<file path="config.mk">
export PLATFORM = sky130hd
export DESIGN_NAME = sc_link_channel_mux
export DESIGN_NICKNAME = d
export VERILOG_FILES = /design/src/rtl/sc_link_channel_mux_pkg.sv /design/src/rtl/sc_link_fifo.sv /design/src/rtl/sc_link_channel_mux.sv
export SDC_FILE = /design/constraint.sdc
export NUM_CORES = 1
export LEC_CHECK = 0
export ABC_AREA = 1
export BUFFER_PORTS_ARGS = -buffer_cell sky130_fd_sc_hd__buf_2
export CORE_MARGIN = 4
export CORE_UTILIZATION = 52
export CTS_CLUSTER_SIZE = 14
export DETAILED_ROUTE_END_ITERATION = 8
export PLACE_DENSITY = 0.77
export SLEW_MARGIN = 20
export SYNTH_ARGS = -nofsm -noshare
export SYNTH_HDL_FRONTEND = slang
export SYNTH_SLANG_ARGS = --single-unit
</file>
<file path="constraint.sdc">
create_clock -name clk -period 4.3 [get_ports clk]
set_input_delay 0.215 -clock clk [delete_from_list [all_inputs] [get_ports clk]]
set_output_delay 0.215 -clock clk [all_outputs]
set_load 0.01 [all_outputs]
</file>
<file path="src/rtl/sc_link_channel_mux_pkg.sv">
// -----------------------------------------------------------------------------
// sc_link_channel_mux_pkg
// Shared definitions for the stage-controller link and the stage controllers:
//   - link_state_e    : link FSM encoding (IDLE/RUN/DRAIN/DONE)
//   - address_width() : per-lattice address width, 3 * clog2(code distance)
//   - msg_width()     : union-message width, {old_root, updated_root, flags}
//   - *_lsb()         : bit offsets of the union-message fields
// Message layout (MSB..LSB): old_root | updated_root | flags[1:0]
// -----------------------------------------------------------------------------
package sc_link_channel_mux_pkg;

    typedef enum logic [1:0] {
        LINK_IDLE  = 2'd0,
        LINK_RUN   = 2'd1,
        LINK_DRAIN = 2'd2,
        LINK_DONE  = 2'd3
    } link_state_e;

    localparam int FLAGS_W = 2;

    function automatic int address_width(input int code_distance);
        return 3 * $clog2(code_distance);
    endfunction

    function automatic int msg_width(input int code_distance);
        return 2 * address_width(code_distance) + FLAGS_W;
    endfunction

    function automatic int flags_lsb();
        return 0;
    endfunction

    function automatic int updated_root_lsb();
        return FLAGS_W;
    endfunction

    function automatic int old_root_lsb(input int code_distance);
        return FLAGS_W + address_width(code_distance);
    endfunction

endpackage

</file>
<file path="src/rtl/sc_link_fifo.sv">
// -----------------------------------------------------------------------------
// sc_link_fifo
// First-word-fall-through queue for the stage-controller link.
// Ports:
//   clk, reset      : clock, synchronous active-low reset (pointers only)
//   clear           : discard all contents; wins over push/pop in the same cycle
//   push, push_data : write one entry (caller never pushes when full without a pop)
//   pop             : consume the head (caller never pops when empty)
//   pop_data        : current head, forced to zero while empty
//   count           : occupancy 0..DEPTH
//   full, empty     : status flags
// -----------------------------------------------------------------------------
module sc_link_fifo #(
    parameter int DEPTH = 8,
    parameter int WIDTH = 20,
    localparam int AW = $clog2(DEPTH)
) (
    input  logic             clk,
    input  logic             reset,
    input  logic             clear,
    input  logic             push,
    input  logic [WIDTH-1:0] push_data,
    input  logic             pop,
    output logic [WIDTH-1:0] pop_data,
    output logic [AW:0]      count,
    output logic             full,
    output logic             empty
);

    // Pointers carry one extra wrap bit so full and empty are distinguishable.
    logic [AW:0]      wr_ptr;
    logic [AW:0]      rd_ptr;
    logic [WIDTH-1:0] mem [DEPTH];

    always_ff @(posedge clk) begin
        if (!reset || clear) begin
            wr_ptr <= '0;
            rd_ptr <= '0;
        end else begin
            if (push) wr_ptr <= wr_ptr + 1'b1;
            if (pop)  rd_ptr <= rd_ptr + 1'b1;
        end
    end

    // Storage is data only; it is never reset, the pointers define validity.
    always_ff @(posedge clk) begin
        if (push && !clear) mem[wr_ptr[AW-1:0]] <= push_data;
    end

    assign empty    = (wr_ptr == rd_ptr);
    assign full     = (wr_ptr[AW] != rd_ptr[AW]) && (wr_ptr[AW-1:0] == rd_ptr[AW-1:0]);
    assign count    = wr_ptr - rd_ptr;
    // Zero the head while empty so stale or uninitialised storage never shows.
    assign pop_data = empty ? '0 : mem[rd_ptr[AW-1:0]];

endmodule

</file>
<file path="src/rtl/sc_link_channel_mux.sv">
// -----------------------------------------------------------------------------
// sc_link_channel_mux
// Merges NUM_CHANNELS local union-message producers through a round-robin
// arbiter into one FWFT queue that feeds the neighbouring sc_fifo_in port.
// Tracks messages accepted per decoding round and provides a drain barrier.
// Ports:
//   clk, reset            : clock, synchronous active-low reset
//   new_round_start       : pulse; flush queue, clear msg_count, enter RUN
//   drain_req             : level; stop accepting, empty the queue, then DONE
//   in_data/in_valid      : channel i at in_data[i*MSG_WIDTH +: MSG_WIDTH]
//   in_ready              : one-hot grant (or zero), combinational
//   out_data/out_valid    : queue head / queue non-empty
//   out_ready             : downstream accepts the head
//   has_message_flying    : messages pending in this link
//   fifo_count            : queue occupancy
//   msg_count             : saturating count of messages accepted this round
//   drained               : barrier reached (state DONE)
//   link_state            : IDLE=0 RUN=1 DRAIN=2 DONE=3
// -----------------------------------------------------------------------------
module sc_link_channel_mux
    import sc_link_channel_mux_pkg::*;
#(
    parameter int CODE_DISTANCE = 5,
    parameter int NUM_CHANNELS  = 4,
    parameter int FIFO_DEPTH    = 8,
    parameter int COUNTER_WIDTH = 16,
    localparam int MSG_WIDTH    = msg_width(CODE_DISTANCE),
    localparam int CNT_W        = $clog2(FIFO_DEPTH) + 1
) (
    input  logic                              clk,
    input  logic                              reset,
    input  logic                              new_round_start,
    input  logic                              drain_req,
    input  logic [NUM_CHANNELS*MSG_WIDTH-1:0] in_data,
    input  logic [NUM_CHANNELS-1:0]           in_valid,
    output logic [NUM_CHANNELS-1:0]           in_ready,
    output logic [MSG_WIDTH-1:0]              out_data,
    output logic                              out_valid,
    input  logic                              out_ready,
    output logic                              has_message_flying,
    output logic [CNT_W-1:0]                  fifo_count,
    output logic [COUNTER_WIDTH-1:0]          msg_count,
    output logic                              drained,
    output logic [1:0]                        link_state
);

    localparam int CH_W = (NUM_CHANNELS > 1) ? $clog2(NUM_CHANNELS) : 1;

    link_state_e              state_q;
    link_state_e              state_d;
    logic [CH_W-1:0]          rr_ptr;
    logic [CH_W-1:0]          grant_idx;
    logic [CH_W-1:0]          next_rr;
    logic [NUM_CHANNELS-1:0]  grant;
    logic                     grant_found;
    logic                     arb_enable;
    logic                     push;
    logic                     pop;
    logic [MSG_WIDTH-1:0]     push_data;
    logic                     fifo_full;
    logic                     fifo_empty;

    function automatic logic [COUNTER_WIDTH-1:0] sat_inc(input logic [COUNTER_WIDTH-1:0] v);
        return (&v) ? v : v + COUNTER_WIDTH'(1);
    endfunction

    // -------------------------------------------------------------------------
    // Arbiter
    // -------------------------------------------------------------------------
    assign pop = out_valid && out_ready;

    // A full queue may still accept when the head leaves in the same cycle.
    // new_round_start flushes the queue, so nothing is granted that cycle
    // rather than accepting a message that would be thrown away.
    assign arb_enable = (state_q == LINK_RUN) && !drain_req && !new_round_start
                        && (!fifo_full || pop);

    always_comb begin : arbiter
        int            cand;
        logic [CH_W-1:0] cand_idx;
        cand        = 0;
        cand_idx    = '0;
        grant       = '0;
        grant_idx   = rr_ptr;
        grant_found = 1'b0;
        if (arb_enable) begin
            for (int k = 0; k < NUM_CHANNELS; k++) begin
                cand     = (int'(rr_ptr) + k) % NUM_CHANNELS;
                cand_idx = CH_W'(cand);
                if (!grant_found && in_valid[cand_idx]) begin
                    grant_found      = 1'b1;
                    grant_idx        = cand_idx;
                    grant[cand_idx]  = 1'b1;
                end
            end
        end
    end

    always_comb begin : data_select
        push_data = '0;
        for (int k = 0; k < NUM_CHANNELS; k++) begin
            if (grant[k]) push_data = in_data[k*MSG_WIDTH +: MSG_WIDTH];
        end
    end

    assign push     = grant_found;
    assign in_ready = grant;
    assign next_rr  = (grant_idx == CH_W'(NUM_CHANNELS - 1)) ? '0 : grant_idx + CH_W'(1);

    // -------------------------------------------------------------------------
    // Link FSM
    // -------------------------------------------------------------------------
    always_comb begin : fsm_next
        state_d = state_q;
        if (new_round_start) begin
            state_d = LINK_RUN;
        end else begin
            case (state_q)
                LINK_IDLE:  state_d = LINK_IDLE;
                LINK_RUN:   if (drain_req) state_d = LINK_DRAIN;
                // The barrier cannot be cancelled by dropping drain_req.
                LINK_DRAIN: if (fifo_empty) state_d = LINK_DONE;
                LINK_DONE:  state_d = LINK_DONE;
                default:    state_d = LINK_IDLE;
            endcase
        end
    end

    always_ff @(posedge clk) begin
        if (!reset) begin
            state_q   <= LINK_IDLE;
            rr_ptr    <= '0;
            msg_count <= '0;
        end else begin
            state_q <= state_d;
            if (new_round_start) begin
                msg_count <= '0;
            end else if (push) begin
                msg_count <= sat_inc(msg_count);
            end
            if (push) rr_ptr <= next_rr;
        end
    end

    // -------------------------------------------------------------------------
    // Queue
    // -------------------------------------------------------------------------
    sc_link_fifo #(
        .DEPTH (FIFO_DEPTH),
        .WIDTH (MSG_WIDTH)
    ) u_fifo (
        .clk       (clk),
        .reset     (reset),
        .clear     (new_round_start),
        .push      (push),
        .push_data (push_data),
        .pop       (pop),
        .pop_data  (out_data),
        .count     (fifo_count),
        .full      (fifo_full),
        .empty     (fifo_empty)
    );

    assign out_valid  = !fifo_empty;
    assign link_state = state_q;
    assign drained    = (state_q == LINK_DONE);

    // Producers with valid asserted during RUN count as in flight even before
    // they are granted, so the stage controller does not declare the round idle.
    assign has_message_flying = (state_q != LINK_IDLE)
                                && (!fifo_empty || (state_q == LINK_RUN && |in_valid));

endmodule

</file>
==> summary.md <==
| Metric | Value |
|---|---|
| Post-synth EDFFs | `160` |
| Crit path kind | `flop to output port` |
| Full die area | `19900 um^2` |
| All-layer global routing usage | `23.6%` |
| Fill cells | `1352` |
| Layout Utilization | `61.5%` |
| #FFs+latches synth | `191` |
| Row cnt | `48` |
| Sequential-to-total area share from yosys stat | `58.9%` |
| Dpl hpwl | `15400 um` |
| Num ports | `138` |
| Leak | `4.15 nW` |
| Crit start category | `flop` |
| Setup TNS | `0 ns` |
| Worst-Skew Late Latency | `0.44 ns` |
| Setup WS post-layout | `0.734 ns` |
| Largest fanout on the critical path | `21` |
| Post-synthesis instance area | `9220 um^2` |
| # setup viols final | `0` |
| Max capacitance violation total | `0` |
| IO buf count | `137` |
| Number of distinct library cells after synthesis | `44` |
| Period minus WS final | `3.57 ns` |
| Area of the multi-input gates | `3330 um^2` |
| Gpl congestion | `0.934` |
| CTS resizes | `0` |
| VDD IR max | `0.320 mV` |
| Slew Limit Fails | `0` |
| H-tree Lvls | `4` |
| Final antenna-violating net count | `0` |
| Post-synth top flop | `edfxtp_1` |
| DP Cell Count | `1298` |
| Die Y | `141 um` |
| CTS tree | `built` |
| Syn_nets | `1074` |
| Detailed-route DRC error count | `0` |
| TritonRoute pass-1 iters | `5` |
| Critical path capture point type | `output port` |
| Vias in the first global route | `6995` |
| Slew @ Worst Pin | `1.01 ns` |
| First-pass GRT wire length | `36700 um` |
| Hold Crit Class | `primary input to flop` |
| Leading cell types in the layout, fill and taps excluded | `edfxtp_1, nand2_1, nor2_1` |
| Fin cells | `1331` |
| Worst Path Arrival | `3.35 ns` |
| GRT Residual Overflow | `0` |
| CTS Hold Buffers Added | `0` |
| R2R setup slack | `0.91 ns` |
| TritonCTS buffer count | `17` |
| YS warnings | `0` |
| Vias per cell | `5.57` |
| Slew headroom | `32.9%` |
| Endpoints failing hold | `0` |
| Nets | `1195` |
| DRT iter0 DRCs | `714` |
| Routed WL | `23500 um` |
| Unrepaired setup endpoints after global routing | `false` |
| Vias | `7410` |
| Maximum number of pins on one net before global-route repair | `81` |
| Fmax | `280 MHz` |
| Syn avg cell area | `9.49 um^2` |
| Clock Sinks | `191` |
| Root Driver | `clkbuf_16` |
| Max Buffers Root-to-Sink | `2` |
| Layout overhead on the synthesized area | `15.9%` |
| Share of cells above drive strength 1 | `20.2%` |
| CP required | `4.09 ns` |
| Commonest non-fill, non-tap cell in the layout | `edfxtp_1` |
| Mapped Cells | `971` |
| Post-synth ARST share | `0%` |
| Setup Skew | `0.0134 ns` |
| Wirelength per Cell | `17.6 um` |
| Final period util | `82.9%` |
| Die width | `141 um` |
| Clock slew at reported path FFs | `0.07 ns` |
| Starting density of the core | `53.1%` |
| Power Dens Cells | `354 nW/um^2` |
| Core area | `17400 um^2` |
| Initial antenna violation count | `5` |
| FF/Latch Area | `5430 um^2` |
| Post-CTS Setup Bufs | `0` |
| Outcome | `completed` |
| Place WS | `0.980 ns` |
==> worst max-delay path, stage by stage (launching register included) <==
cell,delay (ns)
dfxtp_1,0.59
inv_4,0.12
ha_1,0.39
inv_1,0.12
nand3_1,0.10
nand2_2,0.10
nand2_4,0.08
nor2_8,0.10
nand3_1,0.07
nand2_1,0.51
inv_2,0.35
nor2_1,0.21
buf_2,0.16
==> worst paths after layout <==
path / start / to / depth (start not counted)
worst min register to register: u_fifo.rd_ptr[3]$_SDFFE_PP0P_ / u_fifo.rd_ptr[3]$_SDFFE_PP0P_ / 2
worst max-delay path: rr_ptr[0]$_SDFFE_PN0P_ / in_ready[1] / 12
worst max register to register: rr_ptr[0]$_SDFFE_PN0P_ / u_fifo.mem[7][12]$_DFFE_PP_ / 14
worst min-delay path: reset / rr_ptr[1]$_SDFFE_PN0P_ / 3
==> final cells by class <==
class                           instances  share of cell area (%)
Sequential cell                       191                    50.8
Multi-Input combinational cell        662                    31.1
Timing Repair Buffer                  153                    7.54
Clock buffer                           17                    3.98
Tap cell                              225                    2.64
Inverter                               67                    2.38
Clock inverter                         15                    1.50
Antenna cell                            1                  0.0234
==> Yosys cell counts (2+ instances only) <==
cell type	instances	area share [%]
buf_4	5	0.41
nor2_1	153	6.2
buf_2	9	0.49
nand2_1	157	6.4
a21oi_1	27	1.5
nand2_2	7	0.48
nor3_1	8	0.43
dfxtp_1	31	6.7
nand4_1	3	0.20
buf_6	3	0.37
nand2_4	3	0.37
xor2_1	7	0.67
nor2_4	2	0.24
nand3_2	3	0.33
or2_1	18	1.2
nand3_1	88	4.8
ha_1	13	1.8
inv_2	5	0.20
xnor2_1	4	0.38
a31oi_1	20	1.4
o22ai_1	22	1.5
clkinv_1	3	0.12
o21ai_0	110	6.0
clkbuf_1	33	1.3
inv_1	58	2.4
nor4_1	2	0.14
edfxtp_1	160	52
==> metal layers <==
metal	vias up	routed length [um]	GRT usage (%)	share of wire, %
met4	8	410	6.78	1.7
met1	3413	9860	32.7	42
met3	39	2470	6.41	11
met5	-	44	0	0.19
met2	366	10700	36.9	46
li1	3584	-	-	-
==> cell families (layout without fill, tap and decap cells) <==
family,after synthesis,after routing,share of synthesized area (%)
and+or+nand+nor,450,450,21.5
DFF,191,191,58.9
AOI/OAI and AO/OA,187,187,11.2
buffers and inverters,118,252,5.40
adders and majority gates,14,14,1.98
xor gates and xnor gates,11,11,1.05
other,0,1,0
==> state kept, by name (all words and copies together) (netlist names), named ones only <==
register / cells
u_fifo.rd_ptr: 4
u_fifo.mem: 160
u_fifo.wr_ptr: 4
msg_count: 16
link_state: 2
rr_ptr: 2
==> stage by stage <==
stage	instance area [um^2]	total power (W)	hold WS, ns
after floorplan	9220	0.00219	0.351
after global placement	10100	0.00228	0.483
after detailed placement	10100	0.00228	0.489
after CTS	10700	0.00379	0.0374
after global routing	10700	0.00390	0.0351
final	10700	0.00378	0.0485
==> power breakdown <==
part           internal, W  total, W  switching [W]
combinational    0.0000777  0.000236       0.000159
clock             0.000782   0.00153       0.000753
sequential         0.00200   0.00201     0.00000588
(Power assumes the default switching activity.)
